$ cat config.mk
export PLATFORM = sky130hd
export DESIGN_NAME = demux2_16bit_buf_flat
export DESIGN_NICKNAME = d
export VERILOG_FILES = /design/src/rtl/demux2_16bit_buf_pkg.sv /design/src/rtl/demux2_16bit_buf_if.sv /design/src/rtl/demux2_16bit_buf_lane.sv /design/src/rtl/demux2_16bit_buf.sv /design/src/flat_wrapper.sv
export SDC_FILE = /design/constraint.sdc
export NUM_CORES = 1
export LEC_CHECK = 0
export CORE_AREA = 2 2 72 74
export CTS_CLUSTER_SIZE = 10
export DETAILED_ROUTE_END_ITERATION = 16
export DIE_AREA = 0 0 74 76
export PLACE_DENSITY = 0.8
export SETUP_SLACK_MARGIN = 0.02
export SLEW_MARGIN = 20
export SYNTH_ARGS = -nofsm -noshare
export SYNTH_HDL_FRONTEND = slang
export SYNTH_SLANG_ARGS = --single-unit
export TNS_END_PERCENT = 50
$ cat constraint.sdc
create_clock -name clk -period 1.5 [get_ports clk]
set_input_delay 0.3 -clock clk [delete_from_list [all_inputs] [get_ports clk]]
set_output_delay 0.3 -clock clk [all_outputs]
set_load 0.005 [all_outputs]
$ cat src/rtl/demux2_16bit_buf_pkg.sv
// Shared constants for the 16-bit mux/demux datapath.
// Widths and lane indices are shared with the 2:1 word mux.
package demux_pkg;

   localparam int W_DEF  = 16;
   localparam int CW_DEF = 8;

   localparam logic LANE0 = 1'b0;
   localparam logic LANE1 = 1'b1;

endpackage

$ cat src/rtl/demux2_16bit_buf_if.sv
// Source-side and two-lane sink-side handshake bundle.
// slave is the demux view, master is the source/sink view.
interface demux2_16bit_buf_if
   import demux_pkg::*;
#(
   parameter int W  = W_DEF,
   parameter int CW = CW_DEF
);

   logic [W-1:0]  in;
   logic          s;
   logic          in_valid;
   logic          in_ready;
   logic [W-1:0]  out0;
   logic          out0_valid;
   logic          out0_ready;
   logic [W-1:0]  out1;
   logic          out1_valid;
   logic          out1_ready;
   logic [CW-1:0] cnt0;
   logic [CW-1:0] cnt1;

   modport slave (
      input  in, s, in_valid, out0_ready, out1_ready,
      output in_ready, out0, out0_valid, out1, out1_valid,
      output cnt0, cnt1
   );

   modport master (
      output in, s, in_valid, out0_ready, out1_ready,
      input  in_ready, out0, out0_valid, out1, out1_valid,
      input  cnt0, cnt1
   );

endinterface

$ cat src/rtl/demux2_16bit_buf_lane.sv
// One output lane: holding register, valid flag and
// transfer counter.
module demux_lane
   import demux_pkg::*;
#(
   parameter int W  = W_DEF,
   parameter int CW = CW_DEF
) (
   input  logic          clk,
   input  logic          rst_n,
   input  logic          load,
   input  logic [W-1:0]  d,
   input  logic          ready,
   output logic [W-1:0]  q,
   output logic          valid,
   output logic [CW-1:0] cnt,
   output logic          free
);

   logic [W-1:0]  q_q, q_d;
   logic          valid_q, valid_d;
   logic [CW-1:0] cnt_q, cnt_d;

   // A load wins over a drain so back-to-back words keep valid high.
   always_comb begin
      q_d     = q_q;
      valid_d = valid_q;
      cnt_d   = cnt_q;
      if (load) begin
         q_d     = d;
         valid_d = 1'b1;
         cnt_d   = cnt_q + CW'(1);
      end else if (valid_q && ready) begin
         valid_d = 1'b0;
      end
   end

   always_ff @(posedge clk) begin
      if (!rst_n) begin
         q_q     <= '0;
         valid_q <= 1'b0;
         cnt_q   <= '0;
      end else begin
         q_q     <= q_d;
         valid_q <= valid_d;
         cnt_q   <= cnt_d;
      end
   end

   assign q     = q_q;
   assign valid = valid_q;
   assign cnt   = cnt_q;
   assign free  = !valid_q || ready;

endmodule

$ cat src/rtl/demux2_16bit_buf.sv
// Buffered 1-to-2 word demux: steers each accepted word
// into one of two independently drained lanes.
module demux2_16bit_buf
   import demux_pkg::*;
#(
   parameter int W  = W_DEF,
   parameter int CW = CW_DEF
) (
   input logic                clk,
   input logic                rst_n,
   demux2_16bit_buf_if.slave  bus
);

   logic sel;
   logic acc;
   logic load0, load1;
   logic free0, free1;
   wire  sel_n, nd0, nd1, rdy;

   assign sel = bus.s;

   // in_ready = sel ? free1 : free0, as a nand-nand mux.
   not  u_inv  (sel_n, sel);
   nand u_nd0  (nd0, free0, sel_n);
   nand u_nd1  (nd1, free1, sel);
   nand u_nd2  (rdy, nd0, nd1);

   assign bus.in_ready = rdy;

   assign acc   = bus.in_valid && rdy;
   assign load0 = acc && (sel == LANE0);
   assign load1 = acc && (sel == LANE1);

   demux_lane #(.W(W), .CW(CW)) u_lane0 (
      .clk   (clk),
      .rst_n (rst_n),
      .load  (load0),
      .d     (bus.in),
      .ready (bus.out0_ready),
      .q     (bus.out0),
      .valid (bus.out0_valid),
      .cnt   (bus.cnt0),
      .free  (free0)
   );

   demux_lane #(.W(W), .CW(CW)) u_lane1 (
      .clk   (clk),
      .rst_n (rst_n),
      .load  (load1),
      .d     (bus.in),
      .ready (bus.out1_ready),
      .q     (bus.out1),
      .valid (bus.out1_valid),
      .cnt   (bus.cnt1),
      .free  (free1)
   );

endmodule

$ cat src/flat_wrapper.sv
// flat-port wrapper written by rule: the top's interface ports become plain ports
module demux2_16bit_buf_flat import demux_pkg::*;
#(
   parameter int W  = W_DEF,
   parameter int CW = CW_DEF
)
  (clk, rst_n, bus_in, bus_s, bus_in_valid, bus_out0_ready, bus_out1_ready, bus_in_ready, bus_out0, bus_out0_valid, bus_out1, bus_out1_valid, bus_cnt0, bus_cnt1);
  demux2_16bit_buf_if #(.W(W), .CW(CW)) bus_i ();
  input logic clk;
  input logic rst_n;
  input wire logic [$bits(bus_i.in)-1:0] bus_in;
  input wire logic [$bits(bus_i.s)-1:0] bus_s;
  input wire logic [$bits(bus_i.in_valid)-1:0] bus_in_valid;
  input wire logic [$bits(bus_i.out0_ready)-1:0] bus_out0_ready;
  input wire logic [$bits(bus_i.out1_ready)-1:0] bus_out1_ready;
  output wire logic [$bits(bus_i.in_ready)-1:0] bus_in_ready;
  output wire logic [$bits(bus_i.out0)-1:0] bus_out0;
  output wire logic [$bits(bus_i.out0_valid)-1:0] bus_out0_valid;
  output wire logic [$bits(bus_i.out1)-1:0] bus_out1;
  output wire logic [$bits(bus_i.out1_valid)-1:0] bus_out1_valid;
  output wire logic [$bits(bus_i.cnt0)-1:0] bus_cnt0;
  output wire logic [$bits(bus_i.cnt1)-1:0] bus_cnt1;
  assign bus_i.in = bus_in;
  assign bus_i.s = bus_s;
  assign bus_i.in_valid = bus_in_valid;
  assign bus_i.out0_ready = bus_out0_ready;
  assign bus_i.out1_ready = bus_out1_ready;
  assign bus_in_ready = bus_i.in_ready;
  assign bus_out0 = bus_i.out0;
  assign bus_out0_valid = bus_i.out0_valid;
  assign bus_out1 = bus_i.out1;
  assign bus_out1_valid = bus_i.out1_valid;
  assign bus_cnt0 = bus_i.cnt0;
  assign bus_cnt1 = bus_i.cnt1;
  demux2_16bit_buf #(.W(W), .CW(CW)) u_core (.clk(clk), .rst_n(rst_n), .bus(bus_i));
endmodule
==> results_dict.tcl, run 1 <==
set metrics [dict create \
    final_util_pct 64.5 \
    place_ws_ns -0.335 \
    cts_root_buf "clkbuf_8" \
    p_sw_mw 0.579 \
    whs_endpoint "u_core.u_lane0.q[6]" \
    fp-row-count 26 \
    synthXorXnorAreaFrac_pct 5.51 \
    start_util_pct 42.1 \
    cts_tree "built" \
    initialDrtViolationCount 76 \
    grt_pass1_vias 1795 \
    synth.largest_area_cell "dfxtp_1" \
    leakagePower_nw 1.45 \
    crit_path_end_kind "register" \
    vias_per_cell 4.75 \
    synth_seq_cells 50 \
    synth.area.top_cells "dfxtp_1 (48%), nand2_1 (14%), a21boi_0 (8.7%)" \
    syn_area_sq_mm 0.00207 \
    switching_share_pct 23.3 \
    power.total_mw 2.49 \
    cp.arrival_ns 1.67 \
    ant_nets 0 \
    via_count 1844 \
    synth_simple_gate_area_share_pct 27.0 \
    yosys_warnings 0 \
    p_seq_share_pct 56.4 \
    critPathMaxFanout 4 \
    htreeDepth 2 \
    reg2reg_depth 5 \
    intPower_mw 1.91 \
    final_cell_mix "nand2_1 (75), clkdlybuf4s50_1 (52), dfxtp_2 (27)" \
    synthMuxAreaShare_pct 0.484 \
    fp.dieH_um 76 \
    dp_hpwl_um 3370 \
    layout_commonest_cell "nand2_1" \
    first_pass_iters 4 \
    p_clk_share_pct 29.1 \
    synth_nets 254 \
    dieWidth_um 74 \
    clock_latency_ns 0.29 \
    synth_top_family_by_area "simple AND/OR/NAND/NOR gates" \
    syn_to_final_growth_pct 53.3 \
    dieArea_sq_mm 0.00562 \
    peakVddDrop_uv 579 \
    setup_slack_ns 0.0266 \
    combPwrFrac_pct 14.5 \
    setup_violations 0 \
    io_pins 73 \
    grt_max_degree 27 \
    remaining_drc_errors 0 \
    synth_top_cell_area_share_pct 48.4 \
    cellPowerDensity_mw_per_mm2 785 \
    synthCells 230 \
    reg2reg_to "u_core.u_lane0.cnt[5]" \
    io_buffers 72 \
    hold_buffers 0 \
    place_inst 374 \
    core-area_sq_mm 0.00491 \
    max-clock-path-buffers 2 \
    period_share_pct 98.2 \
    tritoncts.num_buffers 5 \
    min_from "u_core.u_lane0.q[6]" \
    wl_per_cell_um 12.8 \
    slew_viol_final 0 \
    outcome "completed" \
    critical_path_class "input port to register" \
    critPathLaunchType "input port" \
    grt_first_pass_wirelength_um 8020 \
    synth_fa_ha_area_share_pct 1.21 \
    multi_input_area_sq_mm 0.00101 \
    antenna_cells 0 \
    clock_skew_ns 0.00366 \
    finalNonFillerCells 388 \
    fmax_ghz 0.679 \
    r2r_start "u_core.u_lane0.valid" \
    hold_violations 0 \
    holdPathStages 2 \
    min_period_ns 1.47 \
    synth_area_per_cell_sq_um 8.99 \
    tns_ns 0 \
    gp_congestion 0.775 \
    drt_wl_total_um 4990 \
    hold_class "register to register" \
    placed_cell_area_sq_mm 0.00294 \
    maxCapViolCount 0 \
    final_cell_area_sq_mm 0.00317 \
    drive_above_1_share_pct 21.7 \
    tightestPinTransition_ns 0.356 \
    r2r_setup_slack_ns 0.09 \
    synth-compound-area-share_pct 13.8 \
    yosysSeqAreaShare_pct 48.4 \
    clock_sinks 50 \
    rsz0062_at_grt "yes" \
    grt_use_total_pct 18.1 \
    fin_nets 342 \
    worst_slew_margin_rel_pct 75.9 \
    antenna_found_initial 0 \
    yosys.cell_types.count 31 \
    n_fill_cell 431 \
    clkTransAtPathRegs_ns 0.08 \
    hold_slack_ns 0.457 \
    grt_overflow 0 \
    cp_data_required_time_ns 1.69 \
    seqCellArea_sq_mm 0.00105 \
]
[Yosys cell counts (all sizes together)]
cell type  count
a21boi        36
and2          14
and4           1
buf            8
clkbuf         5
dfxtp         50
ha             2
mux2i          1
nand2         75
nand2b         2
nand3          4
nand4          2
nor2           2
nor2b          2
nor3           1
nor3b          1
nor4           4
nor4b          3
o21a           1
o31ai          1
or2            1
or4            1
xnor2          4
xor2           9
[final cells by class]
type | count | area share (%)
Tap cell | 70 | 2.76
Timing Repair Buffer | 94 | 29.8
Clock buffer | 7 | 2.41
Sequential cell | 50 | 33.2
Multi-Input combinational cell | 167 | 31.7
[registers in the layout (all words and copies together) (netlist names)]
signal and cells:
u_core.u_lane1.valid 1, u_core.u_lane0.q 16, u_core.u_lane1.cnt 8, u_core.u_lane0.cnt 8, u_core.u_lane1.q 16, u_core.u_lane0.valid 1
[cell families (layout without fill, tap and decap cells)]
family	count (synthesis)	after routing
and+or+nand+nor	113	113
buffers and inverters	13	101
DFF	50	50
xor gates and xnor gates	13	13
muxes	1	1
adders and majority gates	2	2
AOI/OAI and AO/OA	38	38
[repair_timing]
item | 4_1_cts | 5_1_grt
setup endpoints to repair | 20 | 63
setup buffers | 2 | 4
hold endpoints to repair | 0 | 0
resized for setup | 30 | 36
gates cloned | 0 | 1
[layer usage]
metal | wire, um | vias up | share of wire [%] | global-route usage (%)
met3 | 229 | 10 | 4.6 | 4.63
met1 | 2220 | 860 | 45 | 21.6
li1 | - | 927 | - | -
met2 | 2460 | 47 | 49 | 30.8
met5 | 0 | - | 0 | 0
met4 | 78 | 0 | 1.6 | 6.55
[critical path: stages]
cell	delay, ns
clkdlybuf4s50_1	0.48
nor2b_2	0.06
clkdlybuf4s15_2	0.25
nor4_2	0.31
xor2_1	0.10
and2_1	0.16
[worst max-delay path by stage]
stage	cells after the start	endpoint	slack (ns)	startpoint
floorplan	6	u_core.u_lane0.cnt[0]	0.17	u_core.u_lane0.valid
global placement	3	bus_in_ready	-0.33	bus_s
detailed placement	3	bus_in_ready	-0.33	bus_s
CTS	1	bus_cnt1[4]	0.02	u_core.u_lane1.cnt[4]
global route	6	u_core.u_lane0.cnt[5]	-0.05	bus_out0_ready
finish	6	u_core.u_lane0.cnt[5]	0.03	bus_out0_ready
[power by group through the flow]
stage          registers [mW]  logic [mW]  clock network, mW
2_1_floorplan            1.44       0.133                  0
3_3_place_gp             1.44       0.350                  0
3_5_place_dp             1.44       0.356                  0
4_1_cts                  1.40       0.355              0.745
5_1_grt                  1.41       0.394              0.821
6_report                 1.40       0.360              0.724
(Power assumes the default switching activity.)
==> inputs of run 2 (changes only) <==
CORE_AREA = 2 2 76 71   (was 2 2 72 74)
DIE_AREA = 0 0 78 73   (was 0 0 74 76)
PLACE_DENSITY = 0.79   (was 0.8)
==> run 2 against run 1 <==
Flip-flop and latch count unchanged; sequential power is essentially flat; global-route usage about the same; design area increased by 2.1%; register-to-register slack improved by 0.06 ns; clock skew rose by 0.0050 ns; core utilization increased by 0.16 points; critical path depth fell by 5; wire length down 0.66%; first-iteration DRC count decreased by 45%; count of clock-buffer cells in the layout shrank 1; critical path type is now register to output pin; largest cell class unchanged.
==> results_dict.tcl, run 2 (same netlist as run 1, synthesis figures left out) <==
set metrics [dict create \
    outcome "completed" \
    io_pins 73 \
    io_buffers 72 \
    slowest_stage "clkdlybuf4s50_1" \
    critical-path-max-stage-delay_ns 0.51 \
    clock_skew_ns 0.00868 \
    r2r_setup_slack_ns 0.15 \
    dp_hpwl_um 3380 \
    setup_violations 0 \
    cellPowerDensity_mw_per_mm2 834 \
    grt_use_total_pct 18.1 \
    tightestPinTransition_ns 0.323 \
    period_share_pct 97.2 \
    remaining_drc_errors 0 \
    min_from "u_core.u_lane0.q[8]" \
    p_clk_share_pct 34.4 \
    switching_share_pct 22.5 \
    gp_congestion 0.825 \
    slew_viol_final 0 \
    core-area_sq_mm 0.00500 \
    antenna_found_initial 0 \
    syn_to_final_growth_pct 56.6 \
    clock_latency_ns 0.29 \
    min_period_ns 1.46 \
    fp-row-count 25 \
    via_count 1805 \
    ant_nets 0 \
    hold_violations 0 \
    grt_first_pass_wirelength_um 8240 \
    peakVddDrop_uv 561 \
    tritoncts.num_buffers 5 \
    hold_slack_ns 0.454 \
    critPathLaunchType "register" \
    wl_per_cell_um 12.7 \
    whs_endpoint "u_core.u_lane0.q[8]" \
    fmax_ghz 0.686 \
    cts_tree "built" \
    p_sw_mw 0.607 \
    combPwrFrac_pct 13.8 \
    rsz0062_at_grt "yes" \
    max-clock-path-buffers 2 \
    clock_sinks 50 \
    leakagePower_nw 1.33 \
    dieWidth_um 78 \
    crit_buf_inv 1 \
    worst_slew_margin_rel_pct 78.1 \
    hold_buffers 0 \
    fin_nets 345 \
    drt_wl_total_um 4950 \
    cp_data_required_time_ns 1.20 \
    final_cell_area_sq_mm 0.00324 \
    initialDrtViolationCount 42 \
    htreeDepth 2 \
    p_seq_share_pct 51.8 \
    r2r_start "u_core.u_lane1.valid" \
    cts_root_buf "clkbuf_8" \
    drive_above_1_share_pct 19.3 \
    first_pass_iters 4 \
    start_util_pct 41.3 \
    cp_cell_sequence "clkdlybuf4s50_1" \
    grt_pass1_vias 1765 \
    crit_family "buffers and inverters" \
    antenna_cells 0 \
    final_cell_mix "nand2_1 (75), clkdlybuf4s50_1 (63), dfxtp_1 (32)" \
    vias_per_cell 4.64 \
    reg2reg_to "u_core.u_lane1.cnt[3]" \
    critPathMaxFanout 4 \
    critical_path_class "register to output pin" \
    reg2reg_depth 5 \
    layout_commonest_cell "nand2_1" \
    intPower_mw 2.09 \
    maxCapViolCount 0 \
    fp.dieH_um 73 \
    hold_class "register to register" \
    clkTransAtPathRegs_ns 0.09 \
    placed_cell_area_sq_mm 0.00295 \
    crit_path_end_kind "output pin" \
    holdPathStages 2 \
    grt_max_degree 51 \
    grt_overflow 0 \
    cp.arrival_ns 1.16 \
    dieArea_sq_mm 0.00569 \
]
==> run 2: metrics by stage <==
stage | setup TNS (ns) | power [mW] | util (%) | instances | worst slack [ns]
6_report | 0 | 2.70 | 64.7 | 389 | 0.0417
5_1_grt | 0 | 2.83 | 64.7 | 389 | 0.00526
4_1_cts | -0.0121 | 2.74 | 62.1 | 380 | -0.0121
3_5_place_dp | -12.78 | 1.80 | 58.9 | 369 | -0.380
3_3_place_gp | -11.91 | 1.79 | 58.9 | 369 | -0.389
2_1_floorplan | 0 | 1.57 | - | 230 | 0.171
==> run 2: worst max path at each step <==
stage / start / end / slack, ns / cells past startpoint
2_1_floorplan: u_core.u_lane0.valid / u_core.u_lane0.cnt[0] / 0.17 / 6
3_3_place_gp: bus_s / bus_in_ready / -0.39 / 3
3_5_place_dp: bus_out0_ready / u_core.u_lane0.q[4] / -0.38 / 7
4_1_cts: bus_out1_ready / bus_in_ready / -0.01 / 4
5_1_grt: u_core.u_lane0.q[15] / bus_out0[15] / 0.005 / 1
6_report: u_core.u_lane0.cnt[4] / bus_cnt0[4] / 0.04 / 1
==> run 2: power groups by stage <==
stage | Combinational [mW] | Sequential (mW) | Clock (mW)
3_5_place_dp | 0.363 | 1.44 | 0
2_1_floorplan | 0.133 | 1.44 | 0
5_1_grt | 0.408 | 1.41 | 1.02
3_3_place_gp | 0.357 | 1.44 | 0
4_1_cts | 0.371 | 1.40 | 0.965
6_report | 0.373 | 1.40 | 0.929
==> run 2: layout make-up <==
class | instances | area [sq um]
clock inverters | 2 | 37.5
fillers | 438 | 1770
multi-input cells | 167 | 1030
well taps | 67 | 83.8
flip-flops and latches | 50 | 1040
repair buffers | 97 | 975
clock buffers | 6 | 72.6
==> run 2: what timing repair did <==
item	4_1_cts	5_1_grt
cloned	0	1
pin swaps	0	2
gates resized for setup	24	20
setup endpoints to repair	35	60
buffers inserted	3	8
==> run 2: per-layer routing <==
| metal | global-route usage (%) | part of all wire (%) | routed length, um |
|---|---|---|---|
| met5 | 0 | 0 | 0 |
| met4 | 4.68 | 0.44 | 22 |
| met3 | 4.21 | 4.8 | 237 |
| met2 | 31.8 | 50 | 2490 |
| met1 | 22.6 | 45 | 2210 |
